===== config.mk =====
export PLATFORM = sky130hd
export DESIGN_NAME = rs544522_cw_assembler_lal8
export DESIGN_NICKNAME = d
export VERILOG_FILES = /design/src/rtl/rs544522_cw_assembler_lal8.sv
export SDC_FILE = /design/constraint.sdc
export NUM_CORES = 1
export LEC_CHECK = 0
export CORE_ASPECT_RATIO = 0.7
export CORE_MARGIN = 8
export CORE_UTILIZATION = 41
export CTS_BUF_LIST = sky130_fd_sc_hd__clkbuf_8
export DETAILED_ROUTE_END_ITERATION = 10
export DONT_BUFFER_PORTS = 1
export PLACE_DENSITY = 0.59
export RECOVER_POWER = 100
export SLEW_MARGIN = 15
export SYNTH_ARGS = -nofsm -noshare
export SYNTH_HDL_FRONTEND = slang
export SYNTH_SLANG_ARGS = --single-unit

===== constraint.sdc =====
create_clock -name clk_i -period 2.2 [get_ports clk_i]
set_clock_uncertainty 0.15 [all_clocks]
set_input_delay 0.22 -clock clk_i [delete_from_list [all_inputs] [get_ports clk_i]]
set_output_delay 0.22 -clock clk_i [all_outputs]
set_load 0.02 [all_outputs]

===== src/rtl/rs544522_cw_assembler_lal8.sv =====
// Purpose: turns the front-padded 8-lane RS(544,522) message stream plus encoder parity into 68 full codeword beats.
// Latency: data beat k appears 1 cycle after input beat k+1; tail beats 65..67 appear 1..3 cycles after parity_valid_i.
// Backpressure: none; input gaps stall the output one for one, and protocol violations drop or ignore beats with an err_o pulse.
// Ports: clk_i/rst_ni clock and async active-low reset; start_i/valid_i/last_i/s_blk_i padded message beats;
//        parity_valid_i/parity_i parity strobe and symbols (index i = coefficient of x^i);
//        cw_valid_o/cw_sop_o/cw_eop_o/cw_blk_o codeword beats (lane 0 = highest degree); err_o protocol-error pulse.
module rs544522_cw_assembler_lal8 #(
  parameter int W  = 10,
  parameter int L  = 8,
  parameter int K  = 522,
  parameter int R  = 22,
  parameter int ZP = 6
) (
  input  logic         clk_i,
  input  logic         rst_ni,
  input  logic         start_i,
  input  logic         valid_i,
  input  logic         last_i,
  input  logic [W-1:0] s_blk_i [0:L-1],
  input  logic         parity_valid_i,
  input  logic [W-1:0] parity_i [0:R-1],
  output logic         cw_valid_o,
  output logic         cw_sop_o,
  output logic         cw_eop_o,
  output logic [W-1:0] cw_blk_o [0:L-1],
  output logic         err_o
);

  localparam int NB = (K + ZP) / L;  // input beats per frame (66)
  localparam int HL = L - ZP;        // lanes carried over from the previous beat (2)
  localparam int CW = 7;

  typedef enum logic [2:0] {S_IDLE, S_DATA, S_WAIT_PAR, S_T1, S_T2} state_t;

  state_t        r_state;
  logic [CW-1:0] r_cnt;
  logic [W-1:0]  r_hold [0:HL-1];
  logic [W-1:0]  r_par  [0:R-1];
  logic          r_cw_vld, r_sop, r_eop, r_err;
  logic [W-1:0]  r_blk  [0:L-1];

  logic          w_start, w_last_beat, w_begin, w_err;
  logic [W-1:0]  w_data_blk [0:L-1];
  logic [W-1:0]  w_tail0    [0:L-1];
  logic [W-1:0]  w_tail1    [0:L-1];
  logic [W-1:0]  w_tail2    [0:L-1];

  assign w_start     = valid_i & start_i;
  assign w_last_beat = (r_cnt == CW'(NB - 1));
  // a start beat that also claims to be last can never be beat 65, so it is dropped
  assign w_begin     = w_start & ~last_i;

  // Realignment: previous beat's top HL lanes followed by the first ZP lanes of this beat.
  always_comb begin
    for (int j = 0; j < HL; j++) begin
      w_data_blk[j] = r_hold[j];
      w_tail0[j]    = r_hold[j];
    end
    for (int j = HL; j < L; j++) begin
      w_data_blk[j] = s_blk_i[j-HL];
      w_tail0[j]    = parity_i[R-1-(j-HL)];
    end
    for (int j = 0; j < L; j++) begin
      w_tail1[j] = r_par[R-1-ZP-j];
      w_tail2[j] = r_par[R-1-ZP-L-j];
    end
  end

  always_comb begin
    w_err = 1'b0;
    case (r_state)
      S_IDLE, S_T2: w_err = (valid_i & ~start_i) | (w_start & last_i);
      S_DATA:       w_err = w_start | (valid_i & (last_i != w_last_beat));
      S_WAIT_PAR,
      S_T1:         w_err = w_start;
      default:      w_err = 1'b0;
    endcase
    if (parity_valid_i && r_state != S_WAIT_PAR) w_err = 1'b1;
  end

  always_ff @(posedge clk_i or negedge rst_ni) begin
    if (!rst_ni) begin
      r_state  <= S_IDLE;
      r_cnt    <= '0;
      r_cw_vld <= 1'b0;
      r_sop    <= 1'b0;
      r_eop    <= 1'b0;
      r_err    <= 1'b0;
      for (int j = 0; j < HL; j++) r_hold[j] <= '0;
      for (int j = 0; j < R;  j++) r_par[j]  <= '0;
      for (int j = 0; j < L;  j++) r_blk[j]  <= '0;
    end else begin
      r_cw_vld <= 1'b0;
      r_err    <= w_err;
      case (r_state)
        S_IDLE: begin
          if (w_begin) begin
            for (int j = 0; j < HL; j++) r_hold[j] <= s_blk_i[ZP+j];
            r_cnt   <= CW'(1);
            r_state <= S_DATA;
          end
        end
        S_DATA: begin
          if (w_start) begin
            // restart: partial frame is abandoned without eop
            r_cnt   <= w_begin ? CW'(1) : '0;
            r_state <= w_begin ? S_DATA : S_IDLE;
            for (int j = 0; j < HL; j++) r_hold[j] <= s_blk_i[ZP+j];
          end else if (valid_i) begin
            if (last_i != w_last_beat) begin
              r_cnt   <= '0;
              r_state <= S_IDLE;
            end else begin
              r_blk    <= w_data_blk;
              r_cw_vld <= 1'b1;
              r_sop    <= (r_cnt == CW'(1));
              r_eop    <= 1'b0;
              for (int j = 0; j < HL; j++) r_hold[j] <= s_blk_i[ZP+j];
              if (last_i) begin
                r_cnt   <= '0;
                r_state <= S_WAIT_PAR;
              end else begin
                r_cnt <= r_cnt + CW'(1);
              end
            end
          end
        end
        S_WAIT_PAR: begin
          if (parity_valid_i) begin
            r_par    <= parity_i;
            r_blk    <= w_tail0;
            r_cw_vld <= 1'b1;
            r_sop    <= 1'b0;
            r_eop    <= 1'b0;
            r_state  <= S_T1;
          end
        end
        S_T1: begin
          r_blk    <= w_tail1;
          r_cw_vld <= 1'b1;
          r_sop    <= 1'b0;
          r_eop    <= 1'b0;
          r_state  <= S_T2;
        end
        S_T2: begin
          r_blk    <= w_tail2;
          r_cw_vld <= 1'b1;
          r_sop    <= 1'b0;
          r_eop    <= 1'b1;
          if (w_begin) begin
            for (int j = 0; j < HL; j++) r_hold[j] <= s_blk_i[ZP+j];
            r_cnt   <= CW'(1);
            r_state <= S_DATA;
          end else begin
            r_state <= S_IDLE;
          end
        end
        default: r_state <= S_IDLE;
      endcase
    end
  end

  assign cw_valid_o = r_cw_vld;
  assign cw_sop_o   = r_sop;
  assign cw_eop_o   = r_eop;
  assign cw_blk_o   = r_blk;
  assign err_o      = r_err;

endmodule


==> impl_results.md, run 1 <==
* RePlAce Congestion at 0.8256
* Synth top area share at 0.5536
* Clock tree buffer depth at 3
* Number of hold buffers added after CTS at 292
* Cells after Synth at between 900 and 1,000
* Root Buffer: clkbuf_8
* Synth Cell Area at between 0.01 and 0.015 mm^2
* Top post-synthesis cells by area: dfrtp_1 (55%), mux2_2 (18%), mux2i_1 (9.7%)
* Synth Net Count at ~1,300
* Inserted Clock Buffers at 45
* Synth Area per Inst at 12.68 um^2
* Post-CTS resize count at 28
* Die X at about 220 um
* FF+latch count, synth at 274
* Area leader, netlist: dfrtp_1
* Starting Density at 0.4141
* Die Y at ~160 um
* # port buffers at 0
* Sequential share of the synthesized area at 0.5536
* Sink Count at ~270
* Setup WS pre-CTS at -173.8 ps
* Main synth FF type: dfrtp_1
* Status: stopped before the end
* EDFF count, synth at 0
* Inst Count DP at ~1,400
* Stop err: [ERROR RSZ-0060] Max buffer count reached.
* Hpwl dp at 25,040 um
* Row count at between 50 and 60
* H-tree levels at 2
* # Post-CTS Setup Buffers at 3
* Syn. warnings at 0
* IO Pins at slightly below 400
* Exit stage: 4_1_cts
* Ys async rst share at 1.000
* Synth unique cells at 38
* Area after DPL at 0.01319 mm^2
==> cells in the mapped netlist, types with 6 or more instances <==
library cell    n
a31oi_1         6
o21ai_0         6
dfrtp_1       274
mux2_2        193
mux2i_1       120
a21oi_1         6
buf_2          21
buf_1           8
a22oi_1        20
clkbuf_1       34
nand2_1       108
inv_1          62
nand2b_1        6
nor2_1          9
o221ai_1       60
mux2_4          8
==> logic make-up after synthesis <==
logic type               count (synthesis)  synth area share
AO/OA/AOI/OAI                          109           0.06991
AND/OR/NAND/NOR                        143           0.04980
XOR/XNOR                                 1         0.0007073
buffers and inverters                  127           0.04182
multiplexers                           321            0.2821
adder cells (fa/ha/maj)                  2          0.002020
flip-flops                             274            0.5536
==> per-stage QoR <==
stage | hold WS (ps) | util
after detailed placement | -216.8 | 0.4411
after floorplan | -225.6 | -
after global placement | -218.0 | 0.4411
==> inputs of run 2 (changes only) <==
CORE_ASPECT_RATIO = default   (was 0.7)
CORE_UTILIZATION = 26   (was 41)
CTS_BUF_LIST = default   (was sky130_fd_sc_hd__clkbuf_8)
PLACE_DENSITY = default   (was 0.59)
PLACE_DENSITY_LB_ADDON = 0.15   (was default)
clock period = 2.9 ns   (was 2.2 ns; I/O delays follow)
==> run 2 against run 1 <==
Net effect:
- synthesized cell count stayed put
- area after synthesis did not move
- the flow now finishes, with violations (negative hold slack)
==> impl_results.md, run 2 <==
* Status: complete, but fails checks
* Violated checks: negative hold slack
* Fmax at 366.9 MHz
* Clk pin slew, worst setup/hold paths at 60 ps
* Setup repair after global routing missed its margin: false
* Post-DR wirelength/cell at 21.39 um
* Starting Density at 0.2616
* Top post-synthesis cells by area: dfrtp_1 (55%), mux2_2 (18%), mux2i_1 (9.7%)
* Max-Cap Viols at 0
* Via density at 4.626
* Simple-Gate Fraction of Synth Area at 0.04980
* Ys async rst share at 1.000
* Sequential share of the synthesized area at 0.5536
* Most used routing layer: met2
* Tcrit/Tclk final at 0.9398
* Max rail drop VDD at between 0.0005 and 0.0006 V
* Slew @ Worst Pin at between 900 and 1000 ps
* FF+latch count, synth at about 270
* Worst setup SP type: register
* GRT met3 Usage at 0.04669
* Met1 usage at 0.1769
* Synth unique cells at 38
* Synth top area share at 0.5536
* Vias in the first global route at 9,974
* Max reg flops at 160
* Commonest non-fill, non-tap cell in the layout: dlygate4sd3_1
* IO Pins at 390
* Iteration count of the initial detailed-routing pass at 4
* Multiplexer share of the synthesized area at 0.2821
* Synth Cell Area at 0.01239 mm^2
* Synth Area per Inst at 12.68 um^2
* Comb power frac at 0.345
* Fin Hold WS at -684.2 ps
* Sink Count at 274
* Core box area at between 0.04 and 0.05 mm^2
* Total power at 18.95 mW
* Leading cell types in the layout, fill and taps excluded: dlygate4sd3_1 (296), dfrtp_1 (273), mux2_2 (193), mux2i_1 (120), nand2_1 (106)
* CTS tree: yes
* EDFF count, synth at 0
* Sequential share of power at 0.415
* P_sw at about 6.7 mW
* Cells after Synth at around 1,000
* Worst min-delay path class: in2async
* Synth Area in Adders at 0.002020
* Row count at 80
* P&R area growth vs syn at 39.61%
* GRT Residual Overflow at 0
* Most frequent cell after synthesis: dfrtp_1
* Setup TNS Final at 0 ps
* Final hold vios at 274
* Main synth FF type: dfrtp_1
* Final min period at ~2700 ps
* # port buffers at 0
* Final #Nets at 1,578
* Initial antenna violation count at 4
* Met2 Usage GRT at 0.2409
* Worst path arrival time at 2960 ps
* Root Buffer: clkbuf_16
* Worst-path fanout max at 43
* Largest family of logic cells by synthesized area: multiplexers
* XOR/XNOR share of the synthesized area at 0.0007071
* Inserted Clock Buffers at 36
* Detail Route Antenna Nets at 0
* Synth Area in Compound Gates at 0.06991
* Final wirelength at just over 40,000 um
* Synth Net Count at 1,285
* Slew margin rel. at 0.3995
* Global-route wire length before repair at 61,640 um
* Vias at 8,840
* Share of post-route cells with drive strength above 1 at 0.2141
* Worst setup EP type: register
* Hpwl dp at approximately 27,000 um
* Clk_lat worst skew at 520 ps
* Largest net degree at the start of global routing at 275
* Die Y at 234.3 um
* Pint at 12.24 mW
* Switching Fraction at 0.3538
* Pleak at around 7.4 nW
* Setup Crit Path Kind: reg2reg
* Top cells by count, synth: dfrtp_1 (274), mux2_2 (193), mux2i_1 (120), nand2_1 (108), inv_1 (62)
* PwrDens at 1096 mW/mm^2
* Number of hold buffers added after CTS at 296
* H-tree levels at 2
* Final Max Tran Viols at 0
* Die area at roughly 0.055 mm^2
* Area leader, netlist: dfrtp_1
* Die X at 234.3 um
* RePlAce Congestion at 0.7311
* # Post-CTS Setup Buffers at 0
* Drt first-iter violations at 378
* Setup Viol. Count Final at 0
* DR DRC count at 0
* Data required time of the worst path at ~3100 ps
* Syn. warnings at 0
* Clock tree buffer depth at 3
* All-Layer GR Usage at 0.1463
* Clk pwr share at 0.240
* Biggest register: r_par
run 2: worst max-delay path: stages (launching register included):
cell	delay (ps)
dfrtp_1	420
ha_1	230
and4bb_1	210
and2_0	220
xnor2_1	170
a2111o_2	500
buf_12	230
buf_8	250
mux2i_1	160
run 2: kinds of logic after synthesis:
group,after synthesis
adder cells (fa/ha/maj),2
AND/OR/NAND/NOR,143
buffers and inverters,127
flip-flops,274
XOR/XNOR,1
multiplexers,321
AO/OA/AOI/OAI,109
run 2: final timing paths:
check                                        from                        to  slack [ps]  cells after the start
max                          r_cnt[0]$_DFFE_PN0P_  cw_blk_o[48]$_DFFE_PN0P_         170                      8
max reg2reg                  r_cnt[0]$_DFFE_PN0P_  cw_blk_o[48]$_DFFE_PN0P_         170                      8
min in group clk_i                   parity_i[27]  cw_blk_o[37]$_DFFE_PN0P_          50                      4
max in group asynchronous                  rst_ni    r_par[121]$_DFFE_PN0P_        2530                      0
min reg2reg                r_par[110]$_DFFE_PN0P_    r_par[110]$_DFFE_PN0P_         360                      1
min                                        rst_ni    r_par[183]$_DFFE_PN0P_        -680                      0
run 2: layout make-up:
type | count | area [um^2]
diodes | 2 | 5.005
clock buffers | 53 | 1086
clock inverters | 9 | 123.9
fillers | 4633 | 30050
inverters | 62 | 232.7
multi-input cells | 576 | 5022
flip-flops and latches | 274 | 6860
well taps | 615 | 769.5
repair buffers | 320 | 3192
run 2: power by group through the flow:
| stage | Sequential, mW | Combinational (mW) | Clock (mW) |
|---|---|---|---|
| 3_5_place_dp | 7.95 | 5.96 | 0 |
| 6_report | 7.87 | 6.53 | 4.54 |
| 5_1_grt | 8.15 | 7.25 | 4.88 |
| 2_1_floorplan | 7.31 | 4.67 | 0 |
| 4_1_cts | 7.90 | 6.81 | 4.74 |
| 3_3_place_gp | 7.94 | 5.85 | 0 |
run 2: layer usage:
| layer | vias up | share of wire |
|---|---|---|
| met4 | 4 | 0.028 |
| met5 | - | 0.00066 |
| met2 | 271 | 0.48 |
| met3 | 73 | 0.080 |
| met1 | 4412 | 0.41 |
| li1 | 4080 | - |
run 2: metrics by stage:
| stage | area [um^2] | std cells | hold slack [ps] | util | setup WS, ps |
|---|---|---|---|---|---|
| final | 17290 | 1911 | -684.2 | 0.3652 | 174.6 |
| after global routing | 17290 | 1910 | -724.4 | 0.3652 | 26.09 |
| after CTS | 17350 | 1909 | -732.8 | 0.3664 | 48.79 |
| after detailed placement | 13180 | 1551 | -146.8 | 0.2783 | 251.0 |
| after global placement | 13180 | 1551 | -147.3 | 0.2783 | 299.2 |
| after floorplan | 12390 | 977 | -155.6 | - | 469.4 |
run 2: repair_timing:
action,CTS,global route
gates resized for setup,0,2
endpoints found under the hold margin,521,274
endpoints found under the setup margin,0,33
No activity file was read; power rests on OpenSTA's default activity.
==> patch (config.mk and constraints of run 2) <==
Register the inputs `start_i`, `valid_i`, `last_i` and `parity_valid_i` before use, cleared by the reset. The logic sees them one clock later. The other inputs are not delayed to match. Comments in the files are not updated.
--- a/src/rtl/rs544522_cw_assembler_lal8.sv
+++ b/src/rtl/rs544522_cw_assembler_lal8.sv
@@ -33,4 +33,23 @@
   typedef enum logic [2:0] {S_IDLE, S_DATA, S_WAIT_PAR, S_T1, S_T2} state_t;
 
+  logic start_q;
+  logic valid_q;
+  logic last_q;
+  logic parity_valid_q;
+
+  always_ff @(posedge clk_i or negedge rst_ni) begin
+    if (!rst_ni) begin
+      start_q        <= '0;
+      valid_q        <= '0;
+      last_q         <= '0;
+      parity_valid_q <= '0;
+    end else begin
+      start_q        <= start_i;
+      valid_q        <= valid_i;
+      last_q         <= last_i;
+      parity_valid_q <= parity_valid_i;
+    end
+  end
+
   state_t        r_state;
   logic [CW-1:0] r_cnt;
@@ -46,8 +65,8 @@
   logic [W-1:0]  w_tail2    [0:L-1];
 
-  assign w_start     = valid_i & start_i;
+  assign w_start     = valid_q & start_q;
   assign w_last_beat = (r_cnt == CW'(NB - 1));
   // a start beat that also claims to be last can never be beat 65, so it is dropped
-  assign w_begin     = w_start & ~last_i;
+  assign w_begin     = w_start & ~last_q;
 
   // Realignment: previous beat's top HL lanes followed by the first ZP lanes of this beat.
@@ -70,11 +89,11 @@
     w_err = 1'b0;
     case (r_state)
-      S_IDLE, S_T2: w_err = (valid_i & ~start_i) | (w_start & last_i);
-      S_DATA:       w_err = w_start | (valid_i & (last_i != w_last_beat));
+      S_IDLE, S_T2: w_err = (valid_q & ~start_q) | (w_start & last_q);
+      S_DATA:       w_err = w_start | (valid_q & (last_q != w_last_beat));
       S_WAIT_PAR,
       S_T1:         w_err = w_start;
       default:      w_err = 1'b0;
     endcase
-    if (parity_valid_i && r_state != S_WAIT_PAR) w_err = 1'b1;
+    if (parity_valid_q && r_state != S_WAIT_PAR) w_err = 1'b1;
   end
 
@@ -107,6 +126,6 @@
             r_state <= w_begin ? S_DATA : S_IDLE;
             for (int j = 0; j < HL; j++) r_hold[j] <= s_blk_i[ZP+j];
-          end else if (valid_i) begin
-            if (last_i != w_last_beat) begin
+          end else if (valid_q) begin
+            if (last_q != w_last_beat) begin
               r_cnt   <= '0;
               r_state <= S_IDLE;
@@ -117,5 +136,5 @@
               r_eop    <= 1'b0;
               for (int j = 0; j < HL; j++) r_hold[j] <= s_blk_i[ZP+j];
-              if (last_i) begin
+              if (last_q) begin
                 r_cnt   <= '0;
                 r_state <= S_WAIT_PAR;
@@ -127,5 +146,5 @@
         end
         S_WAIT_PAR: begin
-          if (parity_valid_i) begin
+          if (parity_valid_q) begin
             r_par    <= parity_i;
             r_blk    <= w_tail0;
Function: changed (Yosys sat finds a counterexample within 4 cycles, from zero or initial values and one cycle with rst_ni low).
==> patch against run 2 <==
  * The run still ends with hold timing left
  * Hold slack worse by 0.0037 ns
  * Wire length is 7.0% higher
  * Synthesized area is 4.8% higher
  * Cell area is 0.90% lower
  * Synthesized cell count is 3.8% higher
  * Via count is 5.8% higher
  * Sequential share of layout area is 0.97 points higher
  * Sequential cell count is 4 higher
  * Worst setup slack worse by 0.0030 ns
  * Count of clock-buffer cells in the layout is 3 higher
  * Critical path type unchanged
  * Largest cell class unchanged
Power is not compared: it rests on default switching activity, and its combinational part moved more than twofold at a synthesized area within 25%.
==> patch: results (changes against run 2) <==
stage	metric	value	unit	change
grt	vias in the first global route	10330		was 9974
layout	Layout Nets	1553		was 1578
clock_tree	hold buffers post-CTS	245		was 296
yosys	most frequent cells after synthesis	278 x dfrtp_1, 193 x mux2_2, 103 x o22ai_1		was 274 x dfrtp_1, 193 x mux2_2, 120 x mux2i_1
layout	fraction of final layout cells with drive strength greater than 1	23.58	%	was 21.41%
grt	gr usage total	14.97	%	was 14.63%
detailed_routing	DR vias/cell	4.801		was 4.626
place	Cell Area, Placed	13750	sq um	was 13180 sq um
yosys	Post-Synth XOR/XNOR Area	0.4626	%	was 0.07071%
setup_path	CP top delay family	simple AND/OR/NAND/NOR gates		was compound AO/OA/AOI/OAI gates
yosys	Synth area leaders	dfrtp_1 54%, mux2_2 17%, mux2_4 6.8%		was dfrtp_1 55%, mux2_2 18%, mux2i_1 9.7%
detailed_routing	drt first pass iters	5		was 4
grt	met1 GRT Util	18.59	%	was 17.69%
setup_path	crit-path max FO	12		was 43
layout	Fillers	5001		was 4633
setup_path	slowest stage delay, CP	0.53	ns	was 0.50 ns
timing	Hold Vio Cnt, Final	278		was 274
yosys	Syn Nets	1322		was 1285
status	outcome	finished with violations		unchanged
status	failing checks	hold timing		unchanged
timing	hold slack final	-0.6878	ns	was -0.6842 ns
grt	antenna violations before repair	10		was 4
place	post-DP HPWL	29.16	mm	was 27.06 mm
grt	grt met3 use	6.166	%	was 4.669%
yosys	adder-cell share of the synthesized area	0.1927	%	was 0.2020%
setup_path	Critical Path End	cw_blk_o[35]$_DFFE_PN0P_		was cw_blk_o[48]$_DFFE_PN0P_
grt	met2 Track Usage GR	23.46	%	was 24.09%
yosys	Unique masters post-synth	45		was 38
yosys	multiplexer share of the synthesized area	24.26	%	was 28.21%
yosys	Seq/Total Area, Yosys	53.58	%	was 55.36%
setup_path	WP data arrival	2.99	ns	was 2.96 ns
yosys	Compound-Gate Fraction of Synth Area	14.15	%	was 6.991%
grt	largest net degree at the start of global routing	279		was 275
setup_path	RR Startpoint	r_cnt[4]$_DFFE_PN0P_		was r_cnt[0]$_DFFE_PN0P_
timing	fmax	0.3665	GHz	was 0.3669 GHz
patch: cell count changes after synthesis, moves of 51 or more:
| cell | delta |
|---|---|
| mux2i_1 | -111 |
| o22ai_1 | +102 |
| a21oi_1 | +74 |
| o221ai_1 | -60 |
| nand2_1 | -59 |
| o22a_1 | +52 |
| mux2_4 | +51 |
patch: final cells by class:
| class | instances | area, sq um | area share, % |
|---|---|---|---|
| flip-flops and latches | 278 | 6964 | 40.64 |
| multi-input cells | 642 | 5391 | 31.46 |
| repair buffers | 275 | 2743 | 16.00 |
| clock buffers | 56 | 1077 | 6.287 |
| well taps | 672 | 840.8 | 4.907 |
| clock inverters | 5 | 55.05 | 0.3213 |
| inverters | 12 | 45.04 | 0.2629 |
| diodes | 8 | 20.02 | 0.1168 |
patch: layer usage:
layer  share of wire, %  vias to the layer above
met5              0.092                        -
met4                2.7                        6
met3                9.8                       70
met2                 46                      354
met1                 42                     4642
li1                   -                     4280
